--- src/rtl/mips_pkg.sv ---
// Shared MIPS decode constants for the ID->EX issue stage: opcodes, functs,
// ALU operation codes, side-band control bit positions and the decode record.
package mips_pkg;

    localparam logic [5:0] OP_RTYPE = 6'h00;
    localparam logic [5:0] OP_BEQ   = 6'h04;
    localparam logic [5:0] OP_BNE   = 6'h05;
    localparam logic [5:0] OP_ADDI  = 6'h08;
    localparam logic [5:0] OP_ANDI  = 6'h0C;
    localparam logic [5:0] OP_ORI   = 6'h0D;
    localparam logic [5:0] OP_LW    = 6'h23;
    localparam logic [5:0] OP_SW    = 6'h2B;

    localparam logic [5:0] FN_SLL = 6'h00;
    localparam logic [5:0] FN_SRL = 6'h02;
    localparam logic [5:0] FN_ADD = 6'h20;
    localparam logic [5:0] FN_SUB = 6'h22;
    localparam logic [5:0] FN_AND = 6'h24;
    localparam logic [5:0] FN_OR  = 6'h25;
    localparam logic [5:0] FN_SLT = 6'h2A;

    typedef enum logic [2:0] {
        ALU_ADD = 3'd0,
        ALU_SUB = 3'd1,
        ALU_AND = 3'd2,
        ALU_OR  = 3'd3,
        ALU_SLL = 3'd4,
        ALU_SRL = 3'd5,
        ALU_CMP = 3'd6,
        ALU_SLT = 3'd7
    } aluop_e;

    // Bit positions inside the 6-bit side-band control word
    localparam int CTRL_W         = 6;
    localparam int CTRL_REG_WRITE = 5;
    localparam int CTRL_MEM_READ  = 4;
    localparam int CTRL_MEM_WRITE = 3;
    localparam int CTRL_BRANCH    = 2;
    localparam int CTRL_BRANCH_NE = 1;
    localparam int CTRL_ILLEGAL   = 0;

    typedef enum logic [1:0] {
        IN2_RT   = 2'd0,
        IN2_SEXT = 2'd1,
        IN2_ZEXT = 2'd2
    } in2_sel_e;

    typedef struct packed {
        aluop_e              aluop;
        logic                in1_rt;
        in2_sel_e            in2_sel;
        logic [4:0]          shamt;
        logic [4:0]          dest;
        logic [CTRL_W-1:0]   ctrl;
    } dec_t;

    typedef enum logic [1:0] {
        ST_EMPTY = 2'd0,
        ST_ONE   = 2'd1,
        ST_TWO   = 2'd2
    } state_e;

endpackage

--- src/rtl/alu_op_decode.sv ---
// Pure combinational MIPS instruction decode into ALU op, operand selects,
// shift amount, destination register and EX side-band controls.
module alu_op_decode
    import mips_pkg::*;
(
    input  logic [5:0] i_opcode,
    input  logic [5:0] i_funct,
    input  logic [4:0] i_rt,
    input  logic [4:0] i_rd,
    input  logic [4:0] i_shamt,
    output dec_t       o_dec
);

    always_comb begin
        o_dec         = '0;
        o_dec.aluop   = ALU_ADD;
        o_dec.in2_sel = IN2_RT;
        case (i_opcode)
            OP_RTYPE: begin
                o_dec.dest                 = i_rd;
                o_dec.ctrl[CTRL_REG_WRITE] = 1'b1;
                case (i_funct)
                    FN_ADD: o_dec.aluop = ALU_ADD;
                    FN_SUB: o_dec.aluop = ALU_SUB;
                    FN_AND: o_dec.aluop = ALU_AND;
                    FN_OR:  o_dec.aluop = ALU_OR;
                    FN_SLT: o_dec.aluop = ALU_SLT;
                    FN_SLL, FN_SRL: begin
                        o_dec.aluop  = (i_funct == FN_SLL) ? ALU_SLL : ALU_SRL;
                        o_dec.in1_rt = 1'b1;
                        o_dec.shamt  = i_shamt;
                    end
                    default: begin
                        o_dec.dest               = '0;
                        o_dec.ctrl               = '0;
                        o_dec.ctrl[CTRL_ILLEGAL] = 1'b1;
                    end
                endcase
            end
            OP_ADDI, OP_ANDI, OP_ORI: begin
                o_dec.aluop = (i_opcode == OP_ADDI) ? ALU_ADD :
                              (i_opcode == OP_ANDI) ? ALU_AND : ALU_OR;
                o_dec.in2_sel              = (i_opcode == OP_ADDI) ? IN2_SEXT : IN2_ZEXT;
                o_dec.dest                 = i_rt;
                o_dec.ctrl[CTRL_REG_WRITE] = 1'b1;
            end
            OP_LW: begin
                o_dec.in2_sel              = IN2_SEXT;
                o_dec.dest                 = i_rt;
                o_dec.ctrl[CTRL_REG_WRITE] = 1'b1;
                o_dec.ctrl[CTRL_MEM_READ]  = 1'b1;
            end
            OP_SW: begin
                o_dec.in2_sel              = IN2_SEXT;
                o_dec.ctrl[CTRL_MEM_WRITE] = 1'b1;
            end
            OP_BEQ, OP_BNE: begin
                o_dec.aluop                = ALU_CMP;
                o_dec.ctrl[CTRL_BRANCH]    = 1'b1;
                o_dec.ctrl[CTRL_BRANCH_NE] = (i_opcode == OP_BNE);
            end
            // Unknown opcodes still issue so EX can raise the exception
            default: o_dec.ctrl[CTRL_ILLEGAL] = 1'b1;
        endcase
    end

endmodule

--- src/rtl/alu_issue_stage.sv ---
// ID->EX issue register: decodes an instruction plus register reads into ALU
// controls and holds them behind a valid/ready handshake with optional skid entry.
module alu_issue_stage
    import mips_pkg::*;
#(
    parameter int DW   = 32,
    parameter int SKID = 1
) (
    input  logic          clk,
    input  logic          rst_n,
    input  logic          in_valid,
    output logic          in_ready,
    input  logic [31:0]   in_instr,
    input  logic [DW-1:0] in_rs_data,
    input  logic [DW-1:0] in_rt_data,
    input  logic          flush,
    output logic          out_valid,
    input  logic          out_ready,
    output logic [2:0]    out_aluop,
    output logic [DW-1:0] out_in1,
    output logic [DW-1:0] out_in2,
    output logic [4:0]    out_shamt,
    output logic [4:0]    out_dest,
    output logic [5:0]    out_ctrl
);

    localparam int PW = 3 + DW + DW + 5 + 5 + CTRL_W;

    dec_t            w_dec;
    logic [DW-1:0]   w_in1_p0;
    logic [DW-1:0]   w_in2_p0;
    logic [PW-1:0]   w_pay_p0;
    logic            w_in_ready;
    logic            w_accept;
    state_e          w_state_nxt;
    logic            w_unused_rs;

    state_e          r_state;
    logic            r_in_ready;
    logic [PW-1:0]   r_out_p1;
    logic [PW-1:0]   r_skid_p1;

    // rs index is resolved by the register file upstream; only its data is used here
    assign w_unused_rs = &{1'b0, in_instr[25:21]};

    alu_op_decode u_decode (
        .i_opcode (in_instr[31:26]),
        .i_funct  (in_instr[5:0]),
        .i_rt     (in_instr[20:16]),
        .i_rd     (in_instr[15:11]),
        .i_shamt  (in_instr[10:6]),
        .o_dec    (w_dec)
    );

    always_comb begin
        w_in1_p0 = w_dec.in1_rt ? in_rt_data : in_rs_data;
        case (w_dec.in2_sel)
            IN2_SEXT: w_in2_p0 = {{(DW-16){in_instr[15]}}, in_instr[15:0]};
            IN2_ZEXT: w_in2_p0 = {{(DW-16){1'b0}}, in_instr[15:0]};
            default:  w_in2_p0 = in_rt_data;
        endcase
    end

    assign w_pay_p0   = {w_dec.aluop, w_in1_p0, w_in2_p0, w_dec.shamt, w_dec.dest, w_dec.ctrl};
    assign w_in_ready = (SKID != 0) ? r_in_ready : ((r_state == ST_EMPTY) || out_ready);
    assign w_accept   = in_valid && w_in_ready && !flush;

    always_comb begin
        w_state_nxt = r_state;
        if (flush) begin
            w_state_nxt = ST_EMPTY;
        end else begin
            case (r_state)
                ST_EMPTY: if (w_accept) w_state_nxt = ST_ONE;
                ST_ONE: begin
                    if (w_accept && !out_ready)      w_state_nxt = ST_TWO;
                    else if (!w_accept && out_ready) w_state_nxt = ST_EMPTY;
                end
                ST_TWO:   if (out_ready) w_state_nxt = ST_ONE;
                default:  w_state_nxt = ST_EMPTY;
            endcase
        end
    end

    // Capture stage boundary: decoded payload lands in the output or skid register
    always_ff @(posedge clk or negedge rst_n) begin
        if (!rst_n) begin
            r_state    <= ST_EMPTY;
            r_in_ready <= 1'b1;
            r_out_p1   <= '0;
            r_skid_p1  <= '0;
        end else begin
            r_state    <= w_state_nxt;
            r_in_ready <= (w_state_nxt != ST_TWO);
            if (!flush) begin
                case (r_state)
                    ST_EMPTY: if (w_accept) r_out_p1 <= w_pay_p0;
                    ST_ONE: begin
                        if (w_accept && out_ready)  r_out_p1  <= w_pay_p0;
                        else if (w_accept)          r_skid_p1 <= w_pay_p0;
                    end
                    ST_TWO:   if (out_ready) r_out_p1 <= r_skid_p1;
                    default: ;
                endcase
            end
        end
    end

    assign in_ready  = w_in_ready;
    assign out_valid = (r_state != ST_EMPTY);
    assign {out_aluop, out_in1, out_in2, out_shamt, out_dest, out_ctrl} = r_out_p1;

endmodule

--- config.mk ---
export PLATFORM = sky130hd
export DESIGN_NAME = alu_issue_stage
export DESIGN_NICKNAME = d
export VERILOG_FILES = /design/src/rtl/mips_pkg.sv /design/src/rtl/alu_op_decode.sv /design/src/rtl/alu_issue_stage.sv
export SDC_FILE = /design/constraint.sdc
export NUM_CORES = 1
export LEC_CHECK = 0
export CAP_MARGIN = 20
export CORE_MARGIN = 2
export CORE_UTILIZATION = 35
export DETAILED_ROUTE_END_ITERATION = 6
export GPL_ROUTABILITY_DRIVEN = 0
export PLACE_DENSITY = 0.57
export SYNTH_ARGS = -nofsm -noshare
export SYNTH_HDL_FRONTEND = slang
export SYNTH_HIERARCHICAL = 1
export SYNTH_SLANG_ARGS = --single-unit
--- constraint.sdc ---
create_clock -name clk -period 2 [get_ports clk]
set_clock_uncertainty 0.2 [all_clocks]
set_input_delay 0.3 -clock clk [delete_from_list [all_inputs] [get_ports clk]]
set_output_delay 0.3 -clock clk [all_outputs]
set_load 0.005 [all_outputs]
==> run_results.csv, run 1 <==
group,metric,value,unit
pwr,p_per_area,764,mW/mm2
global_routing,grt_antenna_before_repair,2,
layout,layout_common_cells,"202 x nand2_1, 169 x clkdlybuf4s50_1, 168 x dfrtp_1, 149 x o21ai_1, 70 x buf_4",
global_routing,grt_pass1_wl,41000,um
worst_setup_path,endpoint_kind,"flop",
floorplanning,die_w,156,um
run_status,violations,"negative setup slack",
clock_network,clk_path_buf_depth,2,
worst_setup_path,critPathKind,"in -> reg",
routing,wl_met1,11100,um
routing,routed_wl,26200,um
global_routing,grt_use_total,0.220,
routing,maxUsedRoutingLayer,"met5",
routing,vias_per_cell,5.08,
timing,fin_hold_ws,141,ps
worst_hold_path,hold_class,"in -> async",
pwr,p_comb_frac,0.231,
layout,utilization,0.586,
global_routing,grt_max_degree,69,
global_routing,gr-total-overflow,0,
worst_setup_path,cp_slowest_cell,"or4_4",
pwr,intPower,0.00728,W
clock_network,numCtsBuffers,17,
run_status,status,"finished with violations",
timing,maxSlewHeadroom,0.725,
floorplanning,die-area,0.0244,mm2
yosys,yosys_register_bits,169,
timing,finalCritPeriodShare,1.24,
yosys,synth_cell_types,46,
routing,wl_met3,1700,um
pwr,max-vdd-ir-drop,521,uV
yosys,postSynthAreaPerCell,9.22,um2
clock_network,clock_latency,430,ps
layout,regArea,0.00423,mm2
routing,dr.pass1.iters,4,
yosys,synthCells,879,
floorplanning,coreArea,0.0227,mm2
routing,drtIter0Drc,388,
clock_network,cts.sinks,169,
placed_design,dp_hpwl,17400,um
pwr,p_sw_frac,0.284,
pwr,leakage,6.10,nW
routing,wl_per_cell,18.1,um
timing,fmax,404,MHz
worst_setup_path,start_kind,"primary input",
timing,fin_ws,-474,ps
placed_design,dp_slack,-1220,ps
clock_network,cts_tree,"done",
timing,min_period,2470,ps
routing,detail-route-antenna-nets,0,
worst_setup_path,cpPeakStageDelay,530,ps
layout,synthToLayoutAreaGrowth,64.0,%
pwr,power.total,0.0102,W
floorplanning,initial_utilization,0.357,
yosys,synthFlopType,"dfrtp_1",
timing,worst_slew_pin_slew,411,ps
layout,nFillCells,1961,
yosys,ys_seq_area_frac,0.522,
worst_setup_path,rrSetupSlack,50,ps
layout,drive_above_1_share,0.331,
pwr,p_clk_frac,0.330,
yosys,syn_nets,982,
worst_setup_path,cp_max_fo,8,
routing,dr_wl_met2,12900,um
worst_setup_path,path_delay_family,"simple AND/OR/NAND/NOR gates",
worst_setup_path,crit_buf_inv,3,
timing,drv_slew,0,
worst_setup_path,cp_cell_sequence,"buf_6 -> or4_4 -> or4_4 -> nor4b_4 -> buf_6 -> buf_12 -> mux2i_4 -> nand2_1 -> o21ai_0 -> o21ai_1",
timing,setup_viol,153,
layout,final_common_cell,"nand2_1",
yosys,async_flop_share,1.00,
pwr,power_switching,0.00288,W
floorplanning,die_y,156,um
yosys,synth_edf_count,0,
worst_setup_path,worstPathArrival,2580,ps
layout,fin_nets,1252,
timing,final_hold_viol_count,0,
floorplanning,io_pins,186,
routing,drc,0,
layout,multi_input_area,0.00464,mm2
timing,rsz0062_at_grt,"yes",
global_routing,grt_pass1_vias,7413,
yosys,yosys_warnings,6,
clock_network,htreeDepth,4,
worst_setup_path,required,2110,ps
floorplanning,core.rowCount,55,
placed_design,port_buffers,180,
pwr,p_seq_frac,0.439,
routing,num_vias,7360,
yosys,syn_area,0.00811,mm2
clock_network,root_buffer,"clkbuf_16",
clock_network,clk_pin_slew_worst_paths,70,ps
job,max-cap-violations,0,
-- registers in the layout (all words and copies together) (netlist names) --
name	flops
r_out_p1	83
in_ready	1
r_state	2
r_skid_p1	83
-- worst register-to-register path, delay by kind of cell (launching register included) --
family / cells / cell delay, ps
compound gates: 2 / 620
buf+inv: 1 / 280
flops: 1 / 540
simple gates: 2 / 200
-- worst paths after layout --
check	depth (start not counted)	end	start
max in group asynchronous	3	r_skid_p1[11]	rst_n
worst min-delay path	2	r_out_p1[74]	rst_n
worst min register to register	2	r_skid_p1[54]	r_skid_p1[54]
worst max-delay path	10	r_out_p1[79]	in_instr[30]
worst max register to register	5	r_out_p1[8]	in_ready
min in group clk	5	r_out_p1[4]	in_instr[29]
-- layout make-up --
type                    instances  share of cell area
repair buffers                318               0.260
flip-flops and latches        169               0.318
clock buffers                  19              0.0333
inverters                       4             0.00132
well taps                     285              0.0268
multi-input cells             639               0.349
clock inverters                13              0.0107
diodes                          2            0.000376
-- through the flow --
stage	instances	setup TNS, ps	instance area [um2]
floorplan	879	-69020	8560
global placement	1373	-154020	11200
detailed placement	1373	-158350	11200
CTS	1442	-41740	12800
global route	1447	-49600	13300
finish	1449	-39390	13300
-- kinds of logic (layout without fill, tap and decap cells) --
family	Yosys count	count (layout)	synth area share
AO/OA/AOI/OAI	265	265	0.174
adder cells (fa/ha/maj)	2	2	0.00309
buffers and inverters	71	354	0.0455
flip-flops	169	169	0.522
multiplexers	71	71	0.0906
other	0	2	0
AND/OR/NAND/NOR	301	301	0.165
-- power groups by stage --
stage | registers, W | clock network, W | logic, W
after CTS | 0.00444 | 0.00341 | 0.00228
after global placement | 0.00447 | 0 | 0.00203
after global routing | 0.00454 | 0.00357 | 0.00261
after detailed placement | 0.00449 | 0 | 0.00207
after floorplan | 0.00443 | 0 | 0.000869
final | 0.00446 | 0.00335 | 0.00235
-- repair_timing --
item / in CTS / in global routing
pin swaps: 82 / 53
gates cloned: 12 / 0
hold endpoints to repair: 80 / 0
hold buffers: 1 / 0
gates resized for setup: 202 / 100
buffers inserted: 24 / 7
endpoints found under the setup margin: 160 / 158
-- cells in the mapped netlist (all sizes together) (2+ instances only) --
cell type | count | area share
a21o | 2 | 0.0019
a21oi | 34 | 0.021
a22o | 5 | 0.0054
a31oi | 2 | 0.0015
and2 | 6 | 0.0046
buf | 32 | 0.027
clkbuf | 35 | 0.016
dfrtp | 168 | 0.52
ha | 2 | 0.0031
inv | 4 | 0.0019
mux2 | 19 | 0.026
mux2i | 52 | 0.064
nand2 | 227 | 0.11
nand2b | 4 | 0.0031
nand3 | 17 | 0.010
nand3b | 2 | 0.0019
nor2 | 11 | 0.0057
nor2b | 2 | 0.0015
nor3 | 3 | 0.0019
nor3b | 17 | 0.016
o21ai | 197 | 0.12
o22a | 2 | 0.0022
o22ai | 16 | 0.012
or3b | 2 | 0.0022
or4 | 2 | 0.0023
-- layer usage --
layer,up-vias,global-route usage
li1,3608,-
met1,3528,0.278
met2,191,0.371
met3,31,0.0614
met4,2,0.0629
met5,-,0
Power figures use the tool's default switching activity.
==> run 2: changes to the inputs <==
--- a/config.mk
+++ b/config.mk
@@ -11,6 +11,7 @@
 export DETAILED_ROUTE_END_ITERATION = 6
 export GPL_ROUTABILITY_DRIVEN = 0
 export PLACE_DENSITY = 0.57
+export SLEW_MARGIN = 0
 export SYNTH_ARGS = -nofsm -noshare
 export SYNTH_HDL_FRONTEND = slang
 export SYNTH_HIERARCHICAL = 1
==> results of run 2 <==
No change in the layout: final DEF, timing and power equal those of run 1.
==> run 3: changes to the inputs <==
--- a/config.mk
+++ b/config.mk
@@ -11,6 +11,7 @@
 export DETAILED_ROUTE_END_ITERATION = 6
 export GPL_ROUTABILITY_DRIVEN = 0
 export PLACE_DENSITY = 0.57
+export RECOVER_POWER = 50
 export SLEW_MARGIN = 0
 export SYNTH_ARGS = -nofsm -noshare
 export SYNTH_HDL_FRONTEND = slang
==> run_results.csv, run 3 (synthesis gave the netlist of run 1 again) <==
group,metric,value,unit
run_status,status,"finished with violations",
run_status,violations,"negative setup slack",
clock_network,clock_latency,430,ps
clock_network,cts.sinks,169,
worst_setup_path,worstPathArrival,2590,ps
global_routing,gr-total-overflow,0,
floorplanning,die-area,0.0244,mm2
layout,synthToLayoutAreaGrowth,63.8,%
routing,vias_per_cell,5.08,
layout,regArea,0.00423,mm2
worst_hold_path,hold_start,"in_instr[29]",
timing,drv_slew,0,
floorplanning,die_w,156,um
layout,drive_above_1_share,0.331,
floorplanning,core.rowCount,55,
global_routing,grt_antenna_before_repair,2,
floorplanning,io_pins,186,
worst_setup_path,critPathKind,"in -> reg",
worst_hold_path,hold_depth,5,
routing,drtIter0Drc,386,
global_routing,grt_pass1_vias,7413,
layout,nFillCells,1966,
layout,final_common_cell,"nand2_1",
floorplanning,die_y,156,um
layout,fin_nets,1252,
global_routing,grt_pass1_wl,41000,um
clock_network,clk_path_buf_depth,2,
timing,worst_slew_pin_slew,1010,ps
placed_design,dp_hpwl,17400,um
routing,num_vias,7361,
global_routing,grt_use_total,0.220,
worst_setup_path,rrSetupSlack,50,ps
placed_design,placed_cells,1373,
timing,final_hold_viol_count,0,
clock_network,clk_pin_slew_worst_paths,70,ps
layout,multi_input_area,0.00464,mm2
clock_network,htreeDepth,4,
timing,min_period,2480,ps
layout,fin_cells,1449,
floorplanning,coreArea,0.0227,mm2
placed_design,port_buffers,180,
timing,fin_ws,-476,ps
routing,dr.pass1.iters,4,
clock_network,root_buffer,"clkbuf_16",
worst_setup_path,rr_startpoint,"in_ready",
pwr,max-vdd-ir-drop,520,uV
pwr,leakage,6.09,nW
layout,layout_common_cells,"202 x nand2_1, 169 x clkdlybuf4s50_1, 168 x dfrtp_1, 149 x o21ai_1, 70 x buf_4",
worst_hold_path,hold_class,"in -> reg",
worst_hold_path,min_to,"r_out_p1[4]",
clock_network,numCtsBuffers,17,
timing,rsz0062_at_grt,"yes",
layout,utilization,0.585,
clock_network,cts_tree,"done",
pwr,power.total,0.0102,W
worst_setup_path,cp_max_fo,8,
worst_setup_path,required,2110,ps
global_routing,grt_max_degree,69,
timing,setup_viol,153,
floorplanning,initial_utilization,0.357,
routing,detail-route-antenna-nets,0,
routing,drc,0,
timing,fin_hold_ws,185,ps
timing,fmax,404,MHz
layout,reg_top3,"r_out_p1 x83, r_skid_p1 x83, r_state x2",
routing,routed_wl,26200,um
job,max-cap-violations,0,
timing,maxSlewHeadroom,0.326,
routing,wl_per_cell,18.1,um
timing,finalCritPeriodShare,1.24,
pwr,p_per_area,765,mW/mm2
worst_setup_path,r2r_cells,5,
worst_setup_path,endpoint_kind,"flop",
worst_setup_path,start_kind,"primary input",
worst_setup_path,timing.rr.end,"r_out_p1[8]",
-- run 3: cell types whose count changed in the layout (fill, tap and decap cells not counted), sizes merged --
cell,change
buf,-1
clkbuf,+1
-- run 3: worst max-delay path, cell delays in order --
cell	delay (ps)
buf_6	90
or4_4	530
or4_4	450
nor4b_4	310
buf_6	200
buf_12	180
mux2i_4	260
nand2_1	70
o21ai_0	90
o21ai_1	100
-- run 3: cell type report --
| class | instances | area share |
|---|---|---|
| clock inverter | 13 | 0.0107 |
| inverter | 4 | 0.00132 |
| timing repair buffer | 318 | 0.259 |
| multi-input combinational | 639 | 0.349 |
| sequential | 169 | 0.319 |
| clock buffer | 19 | 0.0334 |
| tap | 285 | 0.0269 |
| antenna | 2 | 0.000377 |
-- run 3: power breakdown --
| part | internal, W | total, W | leakage, nW | switching, W |
|---|---|---|---|---|
| Sequential | 0.00407 | 0.00446 | 2.17 | 0.000392 |
| Combinational | 0.00132 | 0.00235 | 3.63 | 0.00102 |
| Clock | 0.00189 | 0.00335 | 0.289 | 0.00146 |
| Total | 0.00728 | 0.0102 | 6.09 | 0.00287 |
-- run 3: worst max path at each step --
stage,start,end,slack [ps],cells past startpoint
floorplan,in_instr[26],r_out_p1[79],-690,9
global placement,in_instr[26],r_out_p1[56],-1150,9
detailed placement,in_instr[26],r_out_p1[76],-1220,9
CTS,in_instr[30],r_out_p1[62],-530,10
global route,in_instr[30],r_out_p1[69],-530,10
finish,in_instr[30],r_out_p1[79],-480,10
-- run 3: layer usage --
layer | wire length, um | up-vias | track usage | part of all wire
met5 | 11 | - | 0 | 0.00042
met4 | 453 | 2 | 0.0629 | 0.017
met3 | 1670 | 27 | 0.0614 | 0.064
met2 | 13000 | 183 | 0.371 | 0.49
met1 | 11100 | 3542 | 0.278 | 0.42
li1 | - | 3607 | - | -
-- run 3: metrics by stage --
step           instance area, um2  setup slack (ps)  setup TNS [ps]
3_5_place_dp                11200             -1220         -158350
6_report                    13300              -476          -39650
5_1_grt                     13300              -534          -49610
3_3_place_gp                11200             -1150         -154020
4_1_cts                     12800              -532          -41740
2_1_floorplan                8560              -694          -69020
-- run 3: timing repair --
action                                  in CTS  in global routing
pin swaps                                   82                 53
endpoints found under the setup margin     160                158
hold buffers                                 1                  0
hold endpoints to repair                    80                  0
cloned                                      12                  0
gates resized for setup                    202                100
setup buffers                               24                  7
